<file path="src/rtl/multdiv_pkg.sv">
// Shared constants for the iterative multiply/divide unit: FSM encoding,
// iteration count and the most negative 32-bit value.
package multdiv_pkg;

    typedef enum logic [1:0] {
        S_IDLE = 2'd0,
        S_MULT = 2'd1,
        S_DIV  = 2'd2,
        S_DONE = 2'd3
    } state_t;

    localparam int          ITER_COUNT = 32;
    localparam logic [31:0] INT_MIN    = 32'h8000_0000;

endpackage

</file>
<file path="src/rtl/div_step.sv">
// One restoring-divide step: shift the next dividend bit into the partial
// remainder and subtract the divisor when it fits.
module div_step #(
    parameter int WIDTH = 32
) (
    input  logic [WIDTH-1:0] rem_in,
    input  logic [WIDTH-1:0] divisor,
    input  logic             bit_in,
    output logic [WIDTH-1:0] rem_out,
    output logic             q_bit
);

    logic [WIDTH:0]   shifted;
    logic [WIDTH+1:0] diff;

    // Remainder stays below the divisor, so the shifted value never needs bit WIDTH kept.
    assign shifted = {rem_in, bit_in};
    assign diff    = {1'b0, shifted} - {2'b00, divisor};
    assign q_bit   = ~diff[WIDTH+1];
    assign rem_out = q_bit ? diff[WIDTH-1:0] : shifted[WIDTH-1:0];

endmodule

</file>
<file path="src/rtl/multdiv_iter.sv">
// Iterative signed 32-bit multiply (radix-2 shift-add) and restoring divide,
// one bit per cycle, with a registered one-cycle ready strobe.
module multdiv_iter
    import multdiv_pkg::*;
#(
    parameter int WIDTH = 32,
    parameter int CNT_W = 6
) (
    input  logic             clock,
    input  logic             reset,
    input  logic [WIDTH-1:0] data_operandA,
    input  logic [WIDTH-1:0] data_operandB,
    input  logic             ctrl_MULT,
    input  logic             ctrl_DIV,
    output logic [WIDTH-1:0] data_result,
    output logic             data_exception,
    output logic             data_resultRDY
);

    state_t             state_reg, state_next;
    logic [CNT_W-1:0]   cnt_reg, cnt_next;
    logic [WIDTH-1:0]   mcand_reg, mcand_next;
    logic [2*WIDTH-1:0] prod_reg, prod_next;
    logic               neg_reg, neg_next;
    logic               dz_reg, dz_next;
    logic [WIDTH-1:0]   result_reg, result_next;
    logic               exc_reg, exc_next;
    logic               rdy_reg, rdy_next;

    logic [WIDTH-1:0]   mag_a, mag_b;
    logic               cnt_done;
    logic [WIDTH:0]     mul_sum;
    logic [2*WIDTH-1:0] mul_shift;
    logic [2*WIDTH-1:0] prod_signed;
    logic [WIDTH-1:0]   quo_signed;
    logic [WIDTH-1:0]   rem_out;
    logic               q_bit;

    assign mag_a    = data_operandA[WIDTH-1] ? (~data_operandA + 1'b1) : data_operandA;
    assign mag_b    = data_operandB[WIDTH-1] ? (~data_operandB + 1'b1) : data_operandB;
    assign cnt_done = (cnt_reg == CNT_W'(ITER_COUNT));

    // prod_reg holds {partial product, multiplier} during MULT and
    // {partial remainder, dividend/quotient} during DIV.
    assign mul_sum   = {1'b0, prod_reg[2*WIDTH-1:WIDTH]}
                     + {1'b0, (prod_reg[0] ? mcand_reg : {WIDTH{1'b0}})};
    assign mul_shift = {mul_sum, prod_reg[WIDTH-1:1]};

    assign prod_signed = neg_reg ? (~prod_reg + 1'b1) : prod_reg;
    assign quo_signed  = neg_reg ? (~prod_reg[WIDTH-1:0] + 1'b1) : prod_reg[WIDTH-1:0];

    div_step #(.WIDTH(WIDTH)) u_div_step (
        .rem_in  (prod_reg[2*WIDTH-1:WIDTH]),
        .divisor (mcand_reg),
        .bit_in  (prod_reg[WIDTH-1]),
        .rem_out (rem_out),
        .q_bit   (q_bit)
    );

    always_ff @(posedge clock or posedge reset) begin
        if (reset) begin
            state_reg  <= S_IDLE;
            cnt_reg    <= '0;
            mcand_reg  <= '0;
            prod_reg   <= '0;
            neg_reg    <= 1'b0;
            dz_reg     <= 1'b0;
            result_reg <= '0;
            exc_reg    <= 1'b0;
            rdy_reg    <= 1'b0;
        end else begin
            state_reg  <= state_next;
            cnt_reg    <= cnt_next;
            mcand_reg  <= mcand_next;
            prod_reg   <= prod_next;
            neg_reg    <= neg_next;
            dz_reg     <= dz_next;
            result_reg <= result_next;
            exc_reg    <= exc_next;
            rdy_reg    <= rdy_next;
        end
    end

    always_comb begin
        state_next  = state_reg;
        cnt_next    = cnt_reg;
        mcand_next  = mcand_reg;
        prod_next   = prod_reg;
        neg_next    = neg_reg;
        dz_next     = dz_reg;
        result_next = result_reg;
        exc_next    = exc_reg;
        rdy_next    = 1'b0;

        // A start pulse always wins and silently discards any operation in flight.
        if (ctrl_MULT || ctrl_DIV) begin
            state_next = ctrl_MULT ? S_MULT : S_DIV;
            cnt_next   = '0;
            mcand_next = ctrl_MULT ? mag_a : mag_b;
            prod_next  = {{WIDTH{1'b0}}, (ctrl_MULT ? mag_b : mag_a)};
            neg_next   = data_operandA[WIDTH-1] ^ data_operandB[WIDTH-1];
            dz_next    = ~ctrl_MULT & ~(|data_operandB);
        end else begin
            case (state_reg)
                S_MULT: begin
                    if (cnt_done) begin
                        state_next  = S_DONE;
                        result_next = prod_signed[WIDTH-1:0];
                        exc_next    = |(prod_signed[2*WIDTH-1:WIDTH]
                                        ^ {WIDTH{prod_signed[WIDTH-1]}});
                        rdy_next    = 1'b1;
                    end else begin
                        prod_next = mul_shift;
                        cnt_next  = cnt_reg + CNT_W'(1);
                    end
                end
                S_DIV: begin
                    if (dz_reg) begin
                        state_next  = S_DONE;
                        result_next = '0;
                        exc_next    = 1'b1;
                        rdy_next    = 1'b1;
                    end else if (cnt_done) begin
                        state_next  = S_DONE;
                        result_next = quo_signed;
                        // Only INT_MIN / -1 yields a positive magnitude with bit 31 set.
                        exc_next    = ~neg_reg & prod_reg[WIDTH-1];
                        rdy_next    = 1'b1;
                    end else begin
                        prod_next = {rem_out, prod_reg[WIDTH-2:0], q_bit};
                        cnt_next  = cnt_reg + CNT_W'(1);
                    end
                end
                S_DONE:  state_next = S_IDLE;
                default: state_next = S_IDLE;
            endcase
        end
    end

    assign data_result    = result_reg;
    assign data_exception = exc_reg;
    assign data_resultRDY = rdy_reg;

endmodule

</file>
<file path="config.mk">
export PLATFORM = sky130hd
export DESIGN_NAME = multdiv_iter
export DESIGN_NICKNAME = d
export VERILOG_FILES = /design/src/rtl/multdiv_pkg.sv /design/src/rtl/div_step.sv /design/src/rtl/multdiv_iter.sv
export SDC_FILE = /design/constraint.sdc
export NUM_CORES = 1
export LEC_CHECK = 0
export ABC_AREA = 1
export BUFFER_PORTS_ARGS = -buffer_cell sky130_fd_sc_hd__clkbuf_2
export CAP_MARGIN = 10
export CORE_ASPECT_RATIO = 0.7
export CORE_UTILIZATION = 63
export CTS_CLUSTER_SIZE = 40
export DETAILED_ROUTE_END_ITERATION = 7
export MAX_ROUTING_LAYER = met4
export PLACE_DENSITY = 0.82
export SYNTH_ARGS = -nofsm -noshare
export SYNTH_HDL_FRONTEND = slang
export SYNTH_SLANG_ARGS = --single-unit
</file>
<file path="constraint.sdc">
create_clock -name clock -period 6.3 [get_ports clock]
set_clock_uncertainty 0.15 [all_clocks]
set_input_delay 0.63 -clock clock [delete_from_list [all_inputs] [get_ports clock]]
set_output_delay 0.63 -clock clock [all_outputs]
set_load 0.01 [all_outputs]
</file>
==> impl_metrics.py <==
metrics = {
    "outcome": {
        "status": "finished, violations left",
        "violations": "design-rule violations",
    },
    "sta": {
        "max_slew.worst_pin.slew_ps": 1040,
        "setup_violations": 0,
        "finalCritPeriodShare_pct": 61.9,
        "rsz0062_at_grt": "no",
        "fin_tns_setup_ps": 0,
        "max_slew_margin_pct": 30.3,
        "min_period_ps": 3900,
        "slew_violations": 0,
        "setup_slack_ps": 2400,
        "finalHoldViolCount": 0,
        "clock.fmax_mhz": 256,
    },
    "power": {
        "max-vdd-ir-drop_mv": 0.252,
        "p_leak_nw": 8.75,
        "power_density_mw_per_mm2": 238,
    },
    "synth": {
        "synth_area_mm2": 0.0154,
        "postSynthAreaPerCell_um2": 6.03,
        "yosysSeqAreaShare_pct": 22.8,
        "mappedNetlistNets": 2690,
        "synth.distinct_cells": 57,
        "yosysTopAreaCell": "dfrtp_1",
        "synth-edff-count": 0,
        "synth_most_common_cell": "nand2_1",
        "ys.flop_type": "dfrtp_1",
        "async_flop_share_pct": 100,
        "synth_top_cells_by_count": "nand2_1, inv_1, nor2_1",
        "yosysWarnings": 0,
        "netlist_instances": 2548,
        "synth_seq_cells": 140,
        "synth_top_area_share_pct": 22.8,
        "synth_area_leaders": "dfrtp_1, nand2_1, inv_1, nor2_1, o21ai_0",
    },
    "floorplan": {
        "core_mm2": 0.0238,
        "placementRows": 47,
        "dieHeight_um": 133,
        "io-pin-count": 102,
        "dieArea_mm2": 0.0250,
        "start_util_pct": 64.5,
        "die_w_um": 189,
    },
    "clocking": {
        "cts.clk_slew.worst_paths_ps": 70,
        "cts-root-buf": "clkbuf_16",
        "cts_setup_buffers": 0,
        "cts_buffers": 17,
        "clock-sinks": 140,
        "holdBufCountCts": 0,
        "clk_latency_ps": 450,
        "h-tree-depth": 4,
        "cts_resized": 0,
        "clockBufferDepth": 2,
        "cts_tree": "done",
    },
    "flow_run": {
        "maxCapViolations": 0,
    },
    "drt": {
        "vias_per_cell": 6.49,
        "wirelength_mm": 63.7,
        "wl_per_cell_um": 21.7,
        "dr.pass1.iters": 8,
        "vias": 19000,
        "drc": 101,
        "drtIter0Drc": 3285,
        "drt.antenna.violating_nets": 0,
    },
    "worst_setup_path": {
        "crit_chain": "buf_4 -> nand2_1 -> inv_1 -> ha_1 -> inv_1 -> fa_1 -> inv_1 -> nand3_1 -> nand2_1 -> nand2_1 -> nand2_1 -> inv_1 -> nor2_1 -> nor2_1 -> o21ai_0 -> nand4_1 -> nand3_1 -> nand3_1 -> nand3_1 -> o21ai_0",
        "crit_fanout": 32,
        "criticalPathCategory": "reg -> reg",
        "arrival_ps": 4040,
        "critical_path.max_stage_delay_ps": 430,
        "start_kind": "flip-flop",
        "end_kind": "flip-flop",
        "cp_slowest_cell": "fa_1",
        "worstPathRequired_ps": 6440,
    },
    "global_route": {
        "grt_usage_pct": 52.0,
        "grt_pass1_wl_mm": 96.2,
        "overflow": 0,
        "grt_max_degree": 88,
        "grt_pass1_vias": 17300,
        "antenna_found_initial": 1,
    },
    "place": {
        "place_congestion": 1.19,
        "portBuffers": 101,
        "pre_cts_slack_ps": 2300,
        "dp_hpwl_mm": 48.7,
    },
    "layout": {
        "area_growth_pct": 8.63,
        "drive_gt1_share_pct": 8.22,
        "largest_register_ffs": 64,
        "finalNetCount": 2745,
    },
    "worst_hold_path": {
        "hold_path.class": "in -> async",
    },
}
[cells in the final DEF (no fill, tap or decap), types with 4 or more instances in the layout]
cell	count
clkinv_2	4
o21bai_1	8
clkbuf_16	17
a21boi_0	6
a22oi_1	12
nand4_1	64
o221ai_1	8
nor2_2	11
a32o_1	10
or2_2	11
o21ai_1	26
nand2_4	4
xor2_1	73
a21oi_1	151
inv_2	5
buf_4	12
nand3b_1	4
clkinv_1	5
nand2_2	11
xnor2_1	15
nor2_4	5
clkbuf_2	101
o21ai_0	202
a31oi_1	5
dfrtp_1	139
o2111ai_1	5
nor2_1	302
o211ai_1	30
o31ai_1	4
inv_1	338
nand2_1	683
ha_1	71
a21o_1	10
o22ai_1	7
nand3_2	5
inv_6	4
nor3_1	25
nand3_1	172
[final timing paths]
check                      slack (ps)                           to                   startpoint  cells after the start
max in group asynchronous        4770     prod_reg[48]$_DFFE_PP0P_                        reset                      4
max reg2reg                      2400     prod_reg[59]$_DFFE_PP0P_      prod_reg[0]$_DFFE_PP0P_                     20
min in group clock                350  data_result[20]$_DFFE_PP0P_  data_result[20]$_DFFE_PP0P_                      2
min reg2reg                       350  data_result[20]$_DFFE_PP0P_  data_result[20]$_DFFE_PP0P_                      2
max                              2400     prod_reg[59]$_DFFE_PP0P_      prod_reg[0]$_DFFE_PP0P_                     20
min                                60    mcand_reg[24]$_DFFE_PP0N_                        reset                      2
[power breakdown]
group | total [W] | internal, W | switching, W
Clock | 0.00106 | 0.000607 | 0.000457
Combinational | 0.00165 | 0.000509 | 0.00114
Sequential | 0.00125 | 0.00106 | 0.000198
[critical path: cells and delay by family, from the launching register on]
family	cells	cell delay [ps]
fa+ha+maj	2	700
compound gates	2	490
simple gates	11	1250
flops	1	420
buf+inv	5	730
[logic make-up after synthesis]
logic type | share of synthesized area [%]
adder cells (fa/ha/maj) | 6.12
flip-flops | 22.8
AO/OA/AOI/OAI | 19.1
AND/OR/NAND/NOR | 36.4
XOR/XNOR | 5.01
buffers and inverters | 10.6
[routing by layer]
metal | track usage [%] | routed length [µm] | vias to the layer above
met2 | 71.1 | 24300 | 1664
met3 | 21.5 | 11400 | 321
met5 | - | 0 | -
met1 | 66.4 | 23800 | 8573
li1 | - | - | 8472
met4 | 23.4 | 4230 | 0
[layout make-up]
cell class	count	area, µm²
fillers	2136	7120
inverters	350	1320
clock buffers	19	453
flip-flops and latches	140	3500
clock inverters	12	136
well taps	318	398
diodes	1	2.50
multi-input cells	1980	10300
repair buffers	114	623
[stage by stage]
step	hold slack, ps	instance area (µm²)	power, W	std cells	utilization [%]
floorplan	330	15400	0.00224	2548	-
global placement	318	16100	0.00276	2901	67.5
detailed placement	329	16100	0.00280	2901	67.5
CTS	88.0	16700	0.00384	2932	70.0
global route	113	16700	0.00411	2934	70.1
finish	57.3	16700	0.00397	2934	70.1
No activity file was read; power rests on OpenSTA's default activity.
